## config.mk

```make
export PLATFORM = sky130hd
export DESIGN_NAME = alu_seq_flat
export DESIGN_NICKNAME = d
export VERILOG_FILES = /design/src/rtl/alu_seq_if.sv /design/src/rtl/alu_seq.sv /design/src/flat_wrapper.sv
export SDC_FILE = /design/constraint.sdc
export NUM_CORES = 1
export LEC_CHECK = 0
export ABC_AREA = 0
export CORE_MARGIN = 5
export CORE_UTILIZATION = 50
export DETAILED_ROUTE_END_ITERATION = 6
export PLACE_DENSITY = 0.66
export SLEW_MARGIN = 20
export SYNTH_ARGS = -nofsm -noshare
export SYNTH_HDL_FRONTEND = slang
export SYNTH_SLANG_ARGS = --single-unit
```

## constraint.sdc

```tcl
create_clock -name clk -period 7.51 [get_ports clk]
set_clock_uncertainty 0.05 [all_clocks]
set_input_delay 1.502 -clock clk [delete_from_list [all_inputs] [get_ports clk]]
set_output_delay 1.502 -clock clk [all_outputs]
set_load 0.02 [all_outputs]
```

## src/rtl/alu_seq_if.sv

```systemverilog
// ALU request/response bus: the requester drives operands, opcode and the
// start strobe; the ALU returns the registered result with status flags.
interface alu_seq_if #(
  parameter int DATA_WIDTH = 32,
  parameter int OPRN_WIDTH = 6
);
  logic                  start;
  logic [DATA_WIDTH-1:0] op1;
  logic [DATA_WIDTH-1:0] op2;
  logic [OPRN_WIDTH-1:0] oprn;
  logic [DATA_WIDTH-1:0] out;
  logic                  zero;
  logic                  busy;
  logic                  done;
  logic                  err;

  modport master (
    output start, op1, op2, oprn,
    input  out, zero, busy, done, err
  );

  modport slave (
    input  start, op1, op2, oprn,
    output out, zero, busy, done, err
  );
endinterface

```

## src/rtl/alu_seq.sv

```systemverilog
// Handshaked multi-cycle ALU. Single-cycle ops go IDLE -> CALC -> IDLE;
// multiply runs an iterative shift-add loop for DATA_WIDTH cycles in MUL.
module alu_seq #(
  parameter int DATA_WIDTH = 32,
  parameter int OPRN_WIDTH = 6
) (
  input  logic     clk,
  input  logic     rst,
  alu_seq_if.slave bus
);

  localparam int CNT_W = (DATA_WIDTH > 1) ? $clog2(DATA_WIDTH) : 1;

  localparam logic [1:0] S_IDLE = 2'd0;
  localparam logic [1:0] S_CALC = 2'd1;
  localparam logic [1:0] S_MUL  = 2'd2;

  localparam logic [OPRN_WIDTH-1:0] OP_ADD = OPRN_WIDTH'(1);
  localparam logic [OPRN_WIDTH-1:0] OP_SUB = OPRN_WIDTH'(2);
  localparam logic [OPRN_WIDTH-1:0] OP_MUL = OPRN_WIDTH'(3);
  localparam logic [OPRN_WIDTH-1:0] OP_SRL = OPRN_WIDTH'(4);
  localparam logic [OPRN_WIDTH-1:0] OP_SLL = OPRN_WIDTH'(5);
  localparam logic [OPRN_WIDTH-1:0] OP_AND = OPRN_WIDTH'(6);
  localparam logic [OPRN_WIDTH-1:0] OP_OR  = OPRN_WIDTH'(7);
  localparam logic [OPRN_WIDTH-1:0] OP_NOR = OPRN_WIDTH'(8);
  localparam logic [OPRN_WIDTH-1:0] OP_SLT = OPRN_WIDTH'(9);

  localparam logic [CNT_W-1:0] LAST_CNT = CNT_W'(DATA_WIDTH - 1);

  logic [1:0]            state;
  logic [CNT_W-1:0]      count;

  // Request latched at acceptance; later bus changes do not reach these.
  logic [DATA_WIDTH-1:0] op1_p0;
  logic [DATA_WIDTH-1:0] op2_p0;
  logic [OPRN_WIDTH-1:0] oprn_p0;

  // Shift-add multiplier working registers.
  logic [DATA_WIDTH-1:0] acc_p1;
  logic [DATA_WIDTH-1:0] mcand_p1;
  logic [DATA_WIDTH-1:0] mplier_p1;

  logic                  accept;
  logic                  last_iter;
  logic [DATA_WIDTH-1:0] acc_next;
  logic [DATA_WIDTH:0]   calc;

  // Single-cycle result; MSB is the unsupported-opcode flag. Multiply never
  // reaches CALC, so its entry only keeps it out of the error default.
  function automatic logic [DATA_WIDTH:0] alu_eval(
    input logic [DATA_WIDTH-1:0] a,
    input logic [DATA_WIDTH-1:0] b,
    input logic [OPRN_WIDTH-1:0] op
  );
    logic [DATA_WIDTH-1:0] r;
    logic                  e;
    logic                  big;
    r   = '0;
    e   = 1'b0;
    big = (b >= DATA_WIDTH'(DATA_WIDTH));
    case (op)
      OP_ADD:  r = a + b;
      OP_SUB:  r = a - b;
      OP_MUL:  r = '0;
      OP_SRL:  r = big ? '0 : (a >> b);
      OP_SLL:  r = big ? '0 : (a << b);
      OP_AND:  r = a & b;
      OP_OR:   r = a | b;
      OP_NOR:  r = ~(a | b);
      OP_SLT:  r = {{(DATA_WIDTH-1){1'b0}}, (a < b)};
      default: begin
        r = '0;
        e = 1'b1;
      end
    endcase
    return {e, r};
  endfunction

  assign accept    = (state == S_IDLE) && bus.start;
  assign last_iter = (count == LAST_CNT);
  assign acc_next  = mplier_p1[0] ? (acc_p1 + mcand_p1) : acc_p1;
  assign calc      = alu_eval(op1_p0, op2_p0, oprn_p0);
  assign bus.busy  = (state != S_IDLE);

  // Control FSM and registered result/flags; reset discards any request.
  always_ff @(posedge clk) begin
    if (!rst) begin
      state    <= S_IDLE;
      count    <= '0;
      bus.out  <= '0;
      bus.zero <= 1'b1;
      bus.err  <= 1'b0;
      bus.done <= 1'b0;
    end else begin
      bus.done <= 1'b0;
      case (state)
        S_IDLE: begin
          if (bus.start) begin
            count <= '0;
            state <= (bus.oprn == OP_MUL) ? S_MUL : S_CALC;
          end
        end
        S_CALC: begin
          bus.out  <= calc[DATA_WIDTH-1:0];
          bus.zero <= (calc[DATA_WIDTH-1:0] == '0);
          bus.err  <= calc[DATA_WIDTH];
          bus.done <= 1'b1;
          state    <= S_IDLE;
        end
        S_MUL: begin
          count <= count + 1'b1;
          if (last_iter) begin
            bus.out  <= acc_next;
            bus.zero <= (acc_next == '0);
            bus.err  <= 1'b0;
            bus.done <= 1'b1;
            count    <= '0;
            state    <= S_IDLE;
          end
        end
        default: state <= S_IDLE;
      endcase
    end
  end

  // Operand capture on acceptance, then one shift-add step per MUL cycle.
  always_ff @(posedge clk) begin
    if (accept) begin
      op1_p0    <= bus.op1;
      op2_p0    <= bus.op2;
      oprn_p0   <= bus.oprn;
      acc_p1    <= '0;
      mcand_p1  <= bus.op1;
      mplier_p1 <= bus.op2;
    end else if (state == S_MUL) begin
      acc_p1    <= acc_next;
      mcand_p1  <= mcand_p1 << 1;
      mplier_p1 <= mplier_p1 >> 1;
    end
  end

endmodule

```

## src/flat_wrapper.sv

```systemverilog
// flat-port wrapper written by rule: the top's interface ports become plain ports
module alu_seq_flat 
#(
  parameter int DATA_WIDTH = 32,
  parameter int OPRN_WIDTH = 6
)
  (clk, rst, bus_start, bus_op1, bus_op2, bus_oprn, bus_out, bus_zero, bus_busy, bus_done, bus_err);
  alu_seq_if #(.DATA_WIDTH(DATA_WIDTH), .OPRN_WIDTH(OPRN_WIDTH)) bus_i ();
  input  logic clk;
  input  logic rst;
  input wire logic [$bits(bus_i.start)-1:0] bus_start;
  input wire logic [$bits(bus_i.op1)-1:0] bus_op1;
  input wire logic [$bits(bus_i.op2)-1:0] bus_op2;
  input wire logic [$bits(bus_i.oprn)-1:0] bus_oprn;
  output wire logic [$bits(bus_i.out)-1:0] bus_out;
  output wire logic [$bits(bus_i.zero)-1:0] bus_zero;
  output wire logic [$bits(bus_i.busy)-1:0] bus_busy;
  output wire logic [$bits(bus_i.done)-1:0] bus_done;
  output wire logic [$bits(bus_i.err)-1:0] bus_err;
  assign bus_i.start = bus_start;
  assign bus_i.op1 = bus_op1;
  assign bus_i.op2 = bus_op2;
  assign bus_i.oprn = bus_oprn;
  assign bus_out = bus_i.out;
  assign bus_zero = bus_i.zero;
  assign bus_busy = bus_i.busy;
  assign bus_done = bus_i.done;
  assign bus_err = bus_i.err;
  alu_seq #(.DATA_WIDTH(DATA_WIDTH), .OPRN_WIDTH(OPRN_WIDTH)) u_core (.clk(clk), .rst(rst), .bus(bus_i));
endmodule
```

==> results_dict.tcl <==
set metrics [dict create \
    areaGrowthSynthToFinish_pct 12.1 \
    synth_top_area_share_pct 21.0 \
    ir_drop_mv 0.189 \
    fp.coreArea_um2 37800 \
    worstSetupPathDepth 12 \
    ant_nets 0 \
    syn-num-nets 2508 \
    final_core_util_pct 56.9 \
    combPwrFrac_pct 28.8 \
    drive_above_1_share_pct 8.49 \
    cts_buffer_depth 3 \
    critPathMaxFanout 72 \
    place.gp.congestion 1.05 \
    r2r_cells 12 \
    grt_usage_pct 37.5 \
    crit_path_max_incr_delay_ns 0.97 \
    required_ns 7.95 \
    place_hpwl_um 60200 \
    drt_pass1_iterations 6 \
    path_class "reg2reg" \
    via_per_inst 6.96 \
    power_frac_seq_pct 37.3 \
    tightest_slew_ns 1.27 \
    ys_ff_latch 208 \
    cap_violations 0 \
    die_h_um 206 \
    cts_buffers 25 \
    ys_warn_count 0 \
    portBuffers 108 \
    rsz0062_at_grt "false" \
    fin_crit_sh_pct 76.8 \
    cp_slowest_cell "o311ai_1" \
    start_kind "flop" \
    first_global_vias 18500 \
    crit_buf_inv 1 \
    fillers 3418 \
    clock_sinks 208 \
    stdcell_area_um2 21500 \
    post-cts-setup-buffers 0 \
    cp_common_cell "nand4_1" \
    rows 71 \
    setup_viol 0 \
    syn-cell-area_um2 19200 \
    netlist_instances 2300 \
    synthTopCellsByArea "edfxtp_1 21%, ha_1 8.6%, dfxtp_1 7.7%, nand2_1 7.3%, mux4_2 6.0%" \
    yosysUniqueCellTypes 89 \
    instances_no_fill 2855 \
    total_power_w 0.00372 \
    final_hold_viol_count 0 \
    synthTopCellsByCount "371 x nand2_1, 169 x nor2_1, 147 x a21oi_1, 134 x edfxtp_1, 132 x ha_1" \
    post_cts_resized 0 \
    finalWirelength_um 82300 \
    fin_crit_ns 5.77 \
    yosysSeqAreaShare_pct 28.7 \
    drc 0 \
    synth-async-reset-ratio_pct 0 \
    grt_pass1_wl_um 121000 \
    cts_hold_buf 0 \
    place_area_um2 20600 \
    io_pins 109 \
    root_buffer "clkbuf_16" \
    grt_overflow_total 0 \
    setup_tns_ns 0 \
    status "completed" \
    swShare_pct 35.2 \
    dp_cells 2810 \
    clk_latency_ns 0.57 \
    power-per-cell-area_nw_per_um2 173 \
    num_vias 19900 \
    fmax_ghz 0.173 \
    cts_tree "built" \
    path_delay_family "compound AO/OA/AOI/OAI gates" \
    syn_avg_cell_area_um2 8.33 \
    die_w_um 206 \
    drv_slew 0 \
    drtIter0Drc 3014 \
    synthFlopType "edfxtp_1" \
    arrival_ns 6.21 \
    p_sw_w 0.00131 \
    start_util_pct 50.7 \
    power.share.clock_pct 33.8 \
    antenna_found_initial 4 \
    wire_per_inst_um 28.8 \
    synth_most_common_cell "nand2_1" \
    fin_nets 2534 \
    path_clk_slew_ns 0.07 \
    grt_max_degree 87 \
    synth_edf_count 134 \
    die_area_um2 42300 \
    min_path_cells 2 \
    path_cells "buf_4 > nor2b_1 > a222oi_1 > a211oi_1 > o311ai_1 > o2111ai_1 > a211oi_2 > nand4_1 > or4_1 > nor2_1 > nand4_1 > a41oi_2" \
    min_path_type "reg2reg" \
    p_int_w 0.00241 \
    htree_levels 1 \
    synth_top_cell_by_area "edfxtp_1" \
    antenna_cells 0 \
    slew-limit-headroom_pct 14.5 \
    leakage_nw 8.41 \
    worst_setup_path_end_kind "flop" \
]
## cells by family (layout without fill, tap and decap cells)
group / count (synthesis) / after routing / synth area share, %
and+or+nand+nor: 832 / 832 / 19.9
AOI/OAI and AO/OA: 694 / 694 / 25.0
buffers and inverters: 268 / 312 / 5.51
DFF: 208 / 208 / 28.7
muxes: 139 / 139 / 10.8
adders and majority gates: 135 / 135 / 8.94
xor gates and xnor gates: 24 / 24 / 1.10
## power by group through the flow
stage	logic (W)	registers, W	clock network, W
finish	0.00107	0.00139	0.00126
global route	0.00114	0.00139	0.00132
CTS	0.00104	0.00138	0.00128
detailed placement	0.00103	0.00141	0
global placement	0.00103	0.00141	0
floorplan	0.000676	0.00138	0
## area by class of cell
type / count / area [µm²] / area share [%]
Timing Repair Buffer: 154 / 1430 / 6.64
Clock inverter: 20 / 210 / 0.979
Multi-Input combinational cell: 1824 / 12600 / 58.8
Sequential cell: 208 / 5510 / 25.6
Inverter: 113 / 429 / 2.00
Clock buffer: 25 / 626 / 2.91
Tap cell: 511 / 639 / 2.98
## state kept, by name, summed over array words and instances, names as in the netlist
signal,count
u_core.op2_p0,32
u_core.bus.done,1
u_core.bus.err,1
u_core.mplier_p1,32
u_core.state,2
u_core.oprn_p0,6
u_core.op1_p0,32
u_core.acc_p1,32
u_core.count,5
u_core.bus.out,32
u_core.mcand_p1,32
u_core.bus.zero,1
## routing by layer
layer	vias to the layer above	track usage (%)	share of wire, %
li1	8713	-	-
met1	9518	51.3	40
met2	1320	55.7	42
met3	302	9.49	12
met4	6	17.9	6.3
met5	-	0	0.040
## worst min-delay path: stages (launching register included)
cell and delay (ns):
dfxtp_1 0.31, nand2_1 0.05, a21boi_0 0.06
## stage by stage
stage / setup WS, ns / hold slack [ns]
2_1_floorplan: 2.87 / 0.410
3_3_place_gp: 1.64 / 0.400
3_5_place_dp: 2.07 / 0.405
4_1_cts: 2.03 / 0.414
5_1_grt: 1.73 / 0.436
6_report: 1.74 / 0.411
## layout by cell type, fill, tap and decap left out, types with 43 or more instances in the layout
| cell type | Yosys | routed |
|---|---|---|
| mux2i_1 | 58 | 58 |
| nor3_1 | 55 | 54 |
| o21ai_0 | 129 | 129 |
| inv_1 | 109 | 109 |
| a21oi_1 | 147 | 147 |
| clkdlybuf4s50_1 | 0 | 108 |
| ha_1 | 132 | 131 |
| edfxtp_1 | 134 | 134 |
| a211oi_1 | 44 | 43 |
| nand3_1 | 43 | 43 |
| nor2_1 | 169 | 165 |
| dfxtp_1 | 74 | 74 |
| buf_4 | 2 | 46 |
| nand2_1 | 371 | 368 |
| mux4_2 | 51 | 51 |
## worst paths after layout
kind | start | slack (ns) | to
hold reg to reg | u_core.bus.out[21] | 0.41 | u_core.bus.out[21]
hold / removal | u_core.bus.out[21] | 0.41 | u_core.bus.out[21]
setup reg to reg | u_core.op2_p0[2] | 1.74 | u_core.bus.zero
setup / recovery | u_core.op2_p0[2] | 1.74 | u_core.bus.zero
No activity file was read; power rests on OpenSTA's default activity.
